**src/rtl/add_accum_if.sv**
```systemverilog
// Handshake bundle between an upstream producer, add_accum and a downstream consumer.
interface add_accum_if #(
  parameter int WIDTH = 8
);
  logic             in_valid;
  logic             in_ready;
  logic [1:0]       op;
  logic [WIDTH-1:0] a;
  logic [WIDTH-1:0] b;
  logic             cin;
  logic             out_valid;
  logic             out_ready;
  logic [WIDTH-1:0] sum;
  logic             cout;
  logic             ovf;
  logic [WIDTH-1:0] acc;

  modport master (
    output in_valid, op, a, b, cin, out_ready,
    input  in_ready, out_valid, sum, cout, ovf, acc
  );

  modport slave (
    input  in_valid, op, a, b, cin, out_ready,
    output in_ready, out_valid, sum, cout, ovf, acc
  );
endinterface

```
**src/rtl/add_accum.sv**
```systemverilog
// Split-carry two-stage adder/subtractor with accumulator and optional unsigned saturation.
// Input accepted at edge k appears at the output after edge k+2; each slot advances only into an empty or emptying slot.
module add_accum #(
  parameter int WIDTH = 8,
  parameter int SPLIT = WIDTH / 2,
  parameter bit SAT   = 1'b0
) (
  input  logic      clk,
  input  logic      rst_n,
  add_accum_if.slave bus
);
  localparam int HW = WIDTH - SPLIT;
  localparam logic [1:0] OP_ADD  = 2'b00;
  localparam logic [1:0] OP_SUB  = 2'b01;
  localparam logic [1:0] OP_ACC  = 2'b10;
  localparam logic [1:0] OP_LOAD = 2'b11;

  logic             r_live;
  logic             r_s1_vld;
  logic [1:0]       r_s1_op;
  logic [HW-1:0]    r_s1_xh;
  logic [HW-1:0]    r_s1_yh;
  logic [SPLIT-1:0] r_s1_lo;
  logic             r_s1_c;
  logic             r_s2_vld;
  logic [1:0]       r_s2_op;
  logic [WIDTH-1:0] r_s2_sum;
  logic             r_s2_cout;
  logic             r_s2_ovf;
  logic             r_out_vld;
  logic [WIDTH-1:0] r_sum;
  logic             r_cout;
  logic             r_ovf;
  logic [WIDTH-1:0] r_acc;

  logic [WIDTH-1:0] w_x;
  logic [WIDTH-1:0] w_y;
  logic             w_c;
  logic [SPLIT:0]   w_lo;
  logic [HW:0]      w_hi;
  logic [WIDTH-1:0] w_sum;
  logic             w_ovf;
  logic             w_out_en;
  logic             w_s2_en;
  logic             w_s1_en;
  logic             w_hazard;
  logic             w_take;

  // Effective addends: x + y + c covers all four ops.
  always_comb begin
    w_x = bus.a;
    w_y = bus.b;
    w_c = bus.cin;
    case (bus.op)
      OP_SUB:  begin w_y = ~bus.b; w_c = 1'b1; end
      OP_ACC:  begin w_x = r_acc;  w_y = bus.a; w_c = 1'b0; end
      OP_LOAD: begin w_y = '0;     w_c = 1'b0; end
      default: ;
    endcase
  end

  assign w_lo  = {1'b0, w_x[SPLIT-1:0]} + {1'b0, w_y[SPLIT-1:0]} + {{SPLIT{1'b0}}, w_c};
  assign w_hi  = {1'b0, r_s1_xh} + {1'b0, r_s1_yh} + {{HW{1'b0}}, r_s1_c};
  assign w_ovf = (r_s1_xh[HW-1] == r_s1_yh[HW-1]) && (w_hi[HW-1] != r_s1_xh[HW-1]);

  always_comb begin
    w_sum = {w_hi[HW-1:0], r_s1_lo};
    if (SAT) begin
      if ((r_s1_op == OP_ADD || r_s1_op == OP_ACC) && w_hi[HW])
        w_sum = '1;
      else if (r_s1_op == OP_SUB && !w_hi[HW])
        w_sum = '0;
    end
  end

  assign w_out_en = !r_out_vld || bus.out_ready;
  assign w_s2_en  = !r_s2_vld || w_out_en;
  assign w_s1_en  = !r_s1_vld || w_s2_en;
  // ACC and LOAD both have op[1] set; block entry until acc has been written back.
  assign w_hazard = (r_s1_vld && r_s1_op[1]) || (r_s2_vld && r_s2_op[1]);
  assign w_take   = bus.in_valid && bus.in_ready;

  assign bus.in_ready  = r_live && !w_hazard && w_s1_en;
  assign bus.out_valid = r_out_vld;
  assign bus.sum       = r_sum;
  assign bus.cout      = r_cout;
  assign bus.ovf       = r_ovf;
  assign bus.acc       = r_acc;

  always_ff @(posedge clk or negedge rst_n) begin
    if (!rst_n) begin
      r_live    <= 1'b0;
      r_s1_vld  <= 1'b0;
      r_s1_op   <= '0;
      r_s1_xh   <= '0;
      r_s1_yh   <= '0;
      r_s1_lo   <= '0;
      r_s1_c    <= 1'b0;
      r_s2_vld  <= 1'b0;
      r_s2_op   <= '0;
      r_s2_sum  <= '0;
      r_s2_cout <= 1'b0;
      r_s2_ovf  <= 1'b0;
      r_out_vld <= 1'b0;
      r_sum     <= '0;
      r_cout    <= 1'b0;
      r_ovf     <= 1'b0;
      r_acc     <= '0;
    end else begin
      r_live <= 1'b1;
      if (w_s1_en) begin
        r_s1_vld <= w_take;
        if (w_take) begin
          r_s1_op <= bus.op;
          r_s1_xh <= w_x[WIDTH-1:SPLIT];
          r_s1_yh <= w_y[WIDTH-1:SPLIT];
          r_s1_lo <= w_lo[SPLIT-1:0];
          r_s1_c  <= w_lo[SPLIT];
        end
      end
      if (w_s2_en) begin
        r_s2_vld <= r_s1_vld;
        if (r_s1_vld) begin
          r_s2_op   <= r_s1_op;
          r_s2_sum  <= w_sum;
          r_s2_cout <= w_hi[HW];
          r_s2_ovf  <= w_ovf;
        end
      end
      if (w_out_en) begin
        r_out_vld <= r_s2_vld;
        if (r_s2_vld) begin
          r_sum  <= r_s2_sum;
          r_cout <= r_s2_cout;
          r_ovf  <= r_s2_ovf;
          if (r_s2_op[1])
            r_acc <= r_s2_sum;
        end
      end
    end
  end
endmodule

```
**src/flat_wrapper.sv**
```systemverilog
// flat-port wrapper written by rule: the top's interface ports become plain ports
module add_accum_flat 
#(
  parameter int WIDTH = 8,
  parameter int SPLIT = WIDTH / 2,
  parameter bit SAT   = 1'b0
)
  (clk, rst_n, bus_in_valid, bus_op, bus_a, bus_b, bus_cin, bus_out_ready, bus_in_ready, bus_out_valid, bus_sum, bus_cout, bus_ovf, bus_acc);
  add_accum_if #(.WIDTH(WIDTH)) bus_i ();
  input  logic clk;
  input  logic rst_n;
  input wire logic [$bits(bus_i.in_valid)-1:0] bus_in_valid;
  input wire logic [$bits(bus_i.op)-1:0] bus_op;
  input wire logic [$bits(bus_i.a)-1:0] bus_a;
  input wire logic [$bits(bus_i.b)-1:0] bus_b;
  input wire logic [$bits(bus_i.cin)-1:0] bus_cin;
  input wire logic [$bits(bus_i.out_ready)-1:0] bus_out_ready;
  output wire logic [$bits(bus_i.in_ready)-1:0] bus_in_ready;
  output wire logic [$bits(bus_i.out_valid)-1:0] bus_out_valid;
  output wire logic [$bits(bus_i.sum)-1:0] bus_sum;
  output wire logic [$bits(bus_i.cout)-1:0] bus_cout;
  output wire logic [$bits(bus_i.ovf)-1:0] bus_ovf;
  output wire logic [$bits(bus_i.acc)-1:0] bus_acc;
  assign bus_i.in_valid = bus_in_valid;
  assign bus_i.op = bus_op;
  assign bus_i.a = bus_a;
  assign bus_i.b = bus_b;
  assign bus_i.cin = bus_cin;
  assign bus_i.out_ready = bus_out_ready;
  assign bus_in_ready = bus_i.in_ready;
  assign bus_out_valid = bus_i.out_valid;
  assign bus_sum = bus_i.sum;
  assign bus_cout = bus_i.cout;
  assign bus_ovf = bus_i.ovf;
  assign bus_acc = bus_i.acc;
  add_accum #(.WIDTH(WIDTH), .SPLIT(SPLIT), .SAT(SAT)) u_core (.clk(clk), .rst_n(rst_n), .bus(bus_i));
endmodule
```
**config.mk**
```make
export PLATFORM = sky130hd
export DESIGN_NAME = add_accum_flat
export DESIGN_NICKNAME = d
export VERILOG_FILES = /design/src/rtl/add_accum_if.sv /design/src/rtl/add_accum.sv /design/src/flat_wrapper.sv
export SDC_FILE = /design/constraint.sdc
export NUM_CORES = 1
export LEC_CHECK = 0
export CORE_MARGIN = 8
export CORE_UTILIZATION = 40
export DETAILED_ROUTE_END_ITERATION = 8
export HOLD_SLACK_MARGIN = 0.02
export PLACE_DENSITY_LB_ADDON = 0.25
export SYNTH_ARGS = -nofsm -noshare
export SYNTH_HDL_FRONTEND = slang
export SYNTH_SLANG_ARGS = --single-unit
```
**constraint.sdc**
```tcl
create_clock -name clk -period 2.4 [get_ports clk]
set_input_delay 0.72 -clock clk [delete_from_list [all_inputs] [get_ports clk]]
set_output_delay 0.72 -clock clk [all_outputs]
set_load 0.02 [all_outputs]
```
==> summary.txt, run 1 <==
Die
  • Starting Density: 41.67%
  • Site Rows: 27
  • Core Area: 0.005540 mm2
  • Chip height: 91.97 um
  • # IOs: 43
  • Chip width: 91.97 um
  • DIE AREA: 0.008458 mm2

Cells and area
  • FILL cells: 511
  • Ant diodes: 0
  • Layout cells sized above 1: 20.48%
  • Layout area overhead: 30.30%
  • Nets: 281

Clock network
  • # hold bufs at CTS: 0
  • CTS Root Buffer Type: clkbuf_8
  • Clock Tree Buf Depth: 2
  • TritonCTS clock tree: yes
  • Clk_lat worst skew: 0.29 ns
  • Clock sink count: 47
  • CTS H-tree depth: 2
  • Reg clk slew, reported paths: 0.08 ns
  • CTS buffer count: 5

Synth
  • Netlist cell types: 31
  • Syn Nets: 227
  • Syn avg cell area: 11.90 um2
  • Yosys reg bits: 47
  • Synth area leaders: dfrtp_1 51%, mux2_2 9.8%, mux2_1 4.9%
  • Mapped Cells: 194
  • Post-synth top area share: 50.95%
  • Area leader, netlist: dfrtp_1
  • Cell Area, Synth: 0.002308 mm2
  • Seq/Total Area, Yosys: 50.95%
  • Synth warn: 0

Timing
  • Setup_tns: 0 ns
  • Clock Skews: 0.005631 ns
  • Final hold violation count: 0
  • Worst hold slack: 0.4834 ns
  • Minimum clock period after layout: 2.304 ns
  • Worst Max-Slew Pin Slew: 0.5777 ns
  • Setup WS post-layout: 0.09622 ns
  • Final setup viols: 0
  • Fmax: 434.1 MHz
  • Slew Limit Headroom: 61.49%
  • Fin. max-slew vios: 0
  • Final worst path period share: 95.99%

Worst hold path
  • Hold Path Depth: 2
  • Hold Crit Class: flop to flop

GRT
  • Initial antenna violation count: 0
  • Largest net degree at the start of global routing: 48
  • Grt total ovfl: 0
  • All-Layer GR Usage: 11.16%
  • First-pass GRT wire length: 7.886 mm
  • Vias in the first global route: 1616

Worst setup path
  • Setup crit end kind: flop
  • Critical Path RT: 2.57 ns
  • Critical-path cell list: dlygate4sd2_1, nor2b_4, mux2_4, fa_2, inv_2, fa_2, inv_1, a21o_1, a21oi_1, o21ai_1
  • Crit path kind: input pin to flop
  • WP buf/inv: 3
  • Worst path max stage delay: 0.36 ns
  • Crit-path slowest cell: fa_2
  • Stages on the worst setup path: 10
  • Largest delay share family, worst path: adder cells
  • Crit path top cell by count: fa_2
  • Startpoint Class: input pin
  • Worst r2r path cells: 8
  • Crit-path max FO: 4
  • Arrival time at the worst endpoint: 2.48 ns

Power
  • Pwr Total: 3.123 mW
  • Max VDD drop: 0.4015 mV
  • LEAKAGE: 1.388 nW
  • Power Density: 1038 mW/mm2

Route
  • DRC violations left: 0
  • Via count: 1518
  • Number of vias per cell: 4.729
  • Drt wl/cell: 13.37 um
  • WL final: 4.291 mm
  • Detailed Routing Iterations Pass 1: 4
  • Drt first-iter violations: 35
  • Post-route ant nets: 0

Outcome
  • Outcome: finished clean

Placement
  • I/O Buffers: 42
  • DP Worst Slack: -0.4985 ns
  • Hpwl dp: 3.330 mm
  • Gp weighted congestion: 0.7686

Job
  • Max Cap Violations: 0
## state kept, by name, summed over array words and instances, names as in the netlist, 4 cells and up
name / flops
u_core.r_s1_yh: 4
u_core.r_s1_lo: 4
u_core.r_s2_sum: 8
u_core.bus.sum: 8
u_core.r_s1_xh: 4
u_core.bus.acc: 8
## cell usage after synthesis
master,count
mux2_1,10
buf_2,2
nand2_2,1
xor2_1,5
and3_1,2
a21o_1,4
nor2_1,6
buf_4,3
o31ai_1,1
buf_6,2
nand3_1,1
xnor2_1,8
nand3b_1,1
o21ai_0,8
conb_1,1
a22oi_4,1
nand4_4,1
nand4b_1,1
nor2b_1,1
inv_1,8
mux2_2,20
nand2b_1,3
nand2_1,22
clkbuf_1,1
a21oi_1,8
dfrtp_1,47
mux2i_1,4
fa_1,4
a211oi_1,1
ha_1,6
o21ai_1,11
## stage by stage
step                util (%)  area, um2  cells
floorplan                  -       2333    194
global placement       51.83       2872    311
detailed placement     51.83       2872    311
CTS                    53.77       2979    321
global route           54.29       3008    321
finish                 54.29       3008    321
## final timing paths
path | end | from | slack [ns]
min in group asynchronous | u_core.bus.acc[0] | rst_n | 0.51
min | u_core.r_s2_cout | u_core.r_s2_cout | 0.48
max reg2reg | u_core.r_s1_c | u_core.bus.acc[0] | 0.60
max in group asynchronous | u_core.bus.sum[7] | rst_n | 1.49
max | u_core.r_s1_c | bus_op[1] | 0.1
min reg2reg | u_core.r_s2_cout | u_core.r_s2_cout | 0.48
## cells in the final DEF, fill, tap and decap left out, types with 7 or more instances in the layout
cell             Yosys  routed
inv_1                8       7
mux2_1              10      10
a21oi_1              8       7
xnor2_1              8       8
clkdlybuf4s50_1      0      37
mux2_2              20      19
o21ai_0              8       7
dfrtp_1             47      47
clkbuf_8             0       7
buf_4                3      11
o21ai_1             11      11
nand2_1             22      22
## metal layers
layer | global-route usage, % | share of wire (%) | vias up
met2 | 16.98 | 45 | 29
met4 | 3.221 | 0.63 | 0
met5 | 0 | 0 | -
met3 | 2.852 | 4.4 | 2
met1 | 15.25 | 50 | 715
li1 | - | - | 772
## cell type report
| type | instances | area [um2] | area share (%) |
|---|---|---|---|
| Inverter | 8 | 30.03 | 0.9983 |
| Tap cell | 72 | 90.09 | 2.995 |
| Clock buffer | 8 | 100.1 | 3.328 |
| Timing Repair Buffer | 55 | 544.3 | 18.09 |
| Multi-Input combinational cell | 131 | 1067 | 35.48 |
| Sequential cell | 47 | 1176 | 39.10 |
## cell families (layout without fill, tap and decap cells)
kind of cell | Yosys count | after routing | synth area share, %
flops | 47 | 47 | 50.95
other cells | 1 | 1 | 0.1624
buf+inv | 16 | 71 | 3.848
fa+ha+maj | 10 | 10 | 6.721
mux | 34 | 34 | 16.37
xor+xnor | 13 | 13 | 4.932
simple gates | 39 | 39 | 8.293
compound gates | 34 | 34 | 8.727
## tightest hold or removal path, cell delays in order, from the launching register on
cell and delay [ns]:
dfrtp_1 0.35, nand2_1 0.04, o21ai_0 0.06
## what timing repair did
| item | CTS | global route |
|---|---|---|
| pin swaps | 5 | 6 |
| resized for setup | 6 | 9 |
| cloned | 0 | 0 |
| buffers inserted | 2 | 1 |
| endpoints found under the setup margin | 5 | 4 |
## report_power, final
group,internal (mW),switching (mW),total [mW],leakage [nW]
clock,0.263,0.240,0.503,0.0515
combinational,0.684,0.582,1.27,0.750
sequential,1.12,0.236,1.35,0.586
Note: power is estimated with default switching activity, not from simulation.
==> run 2: changes to the inputs <==
- CTS_CLUSTER_SIZE: default -> 10
==> results of run 2 <==
Same layout as run 1: the final DEF is identical, and so are final timing and power.
==> run 3: changes to the inputs <==
- CTS_CLUSTER_DIAMETER: default -> 150
- SKIP_LAST_GASP: default -> 1
==> summary.txt, run 3 (synthesis results as in run 1) <==
Worst setup path
  • Setup slack, reg-to-reg: 0.60 ns
  • Critical Path RT: 2.57 ns
  • Crit path kind: input pin to flop
  • Crit-path max FO: 4
  • Setup crit end kind: flop
  • Startpoint Class: input pin
  • Arrival time at the worst endpoint: 2.45 ns

GRT
  • All-Layer GR Usage: 11.13%
  • First-pass GRT wire length: 7.859 mm
  • Vias in the first global route: 1614
  • Largest net degree at the start of global routing: 48
  • Initial antenna violation count: 0
  • Grt total ovfl: 0

Clock network
  • TritonCTS clock tree: yes
  • Clock Tree Buf Depth: 2
  • CTS Root Buffer Type: clkbuf_8
  • CTS H-tree depth: 2
  • Clk_lat worst skew: 0.29 ns
  • CTS buffer count: 5
  • Reg clk slew, reported paths: 0.08 ns
  • Clock sink count: 47

Placement
  • I/O Buffers: 42
  • Hpwl dp: 3.330 mm
  • Gp weighted congestion: 0.7686

Timing
  • Fin. max-slew vios: 0
  • Slew Limit Headroom: 61.57%
  • Minimum clock period after layout: 2.283 ns
  • Final hold violation count: 0
  • Clock Skews: 0.005904 ns
  • Final setup viols: 0
  • Worst Max-Slew Pin Slew: 0.5764 ns
  • Final worst path period share: 95.11%
  • Fmax: 438.1 MHz
  • Setup_tns: 0 ns

Cells and area
  • Most common cell after layout, fill and taps aside: dfrtp_1
  • Layout cells sized above 1: 20.48%
  • Most frequent cells in the layout: 47 x dfrtp_1, 37 x clkdlybuf4s50_1, 22 x nand2_1
  • Layout area overhead: 29.97%
  • Ant diodes: 0
  • Post-route core utilization: 54.16%
  • Nets: 281

Power
  • Power Density: 1039 mW/mm2
  • LEAKAGE: 1.385 nW
  • Clk pwr share: 16.1%
  • Seq pwr share: 43.4%
  • Logic pwr share: 40.5%
  • Internal power: 2.063 mW
  • Max VDD drop: 0.4009 mV
  • Pwr Total: 3.117 mW
  • Switch Pwr: 1.054 mW
  • Switching Fraction: 33.82%

Route
  • Detailed Routing Iterations Pass 1: 4
  • Number of vias per cell: 4.720
  • Post-route ant nets: 0
  • Drt wl/cell: 13.32 um
  • Via count: 1515
  • DRC violations left: 0
  • WL final: 4.276 mm
  • Drt first-iter violations: 28

Worst hold path
  • Hold Crit Class: flop to flop

Die
  • Site Rows: 27
  • Core Area: 0.005540 mm2
  • Chip height: 91.97 um
  • Chip width: 91.97 um
  • Starting Density: 41.67%
  • DIE AREA: 0.008458 mm2
  • # IOs: 43

Job
  • Max Cap Violations: 0

Outcome
  • Outcome: finished clean
-- run 3: cell counts in the layout (fill, tap and decap cells not counted) --
No cell type changed its count.
-- run 3: metal layers --
layer / track usage, % / up-vias / part of all wire [%]
met3: 2.852 / 2 / 4.4
met1: 15.15 / 713 / 50
met2: 16.98 / 29 / 45
met5: 0 / - / 0
li1: - / 771 / -
met4: 3.221 / 0 / 0.63
-- run 3: metrics by stage --
step	setup WS [ns]	cells	hold slack, ns	area, um2
floorplan	-0.07130	194	0.4244	2333
global placement	-0.4652	311	0.4622	2872
detailed placement	-0.4985	311	0.4692	2872
CTS	-0.1670	321	0.4880	2983
global route	-0.01019	321	0.5227	3000
finish	0.1174	321	0.4833	3000
-- run 3: power by group through the flow --
stage          Combinational [mW]  Sequential [mW]  Clock [mW]
2_1_floorplan               0.614             1.48           0
3_5_place_dp                 1.27             1.38           0
5_1_grt                      1.41             1.41       0.549
3_3_place_gp                 1.25             1.36           0
6_report                     1.26             1.35       0.501
4_1_cts                      1.28             1.36       0.520
-- run 3: what timing repair did --
item | CTS | global route
pin swaps | 4 | 6
hold buffers | 0 | 0
resized for setup | 3 | 10
setup buffers | 2 | 1
setup endpoints to repair | 5 | 4
-- run 3: critical path, stage by stage --
cell	delay [ns]
dlygate4sd2_1	0.21
nor2b_4	0.20
buf_4	0.13
mux2_2	0.34
ha_1	0.28
a21o_1	0.18
a21oi_1	0.16
xor2_1	0.16
o21ai_1	0.07
-- run 3: cell type report --
class                           instances  area [um2]
Fill cell                             509        2540
Sequential cell                        47        1176
Timing Repair Buffer                   55       536.8
Multi-Input combinational cell        131        1067
Tap cell                               72       90.09
Inverter                                8       30.03
Clock buffer                            8       100.1
-- run 3: worst paths after layout --
path	startpoint	endpoint	depth (start not counted)
max	bus_op[1]	u_core.r_s1_lo[3]	9
min	u_core.r_s2_cout	u_core.r_s2_cout	2
max reg2reg	u_core.bus.acc[0]	u_core.r_s1_c	8
min reg2reg	u_core.r_s2_cout	u_core.r_s2_cout	2
max in group asynchronous	rst_n	u_core.bus.sum[7]	2
min in group asynchronous	rst_n	u_core.bus.acc[0]	2
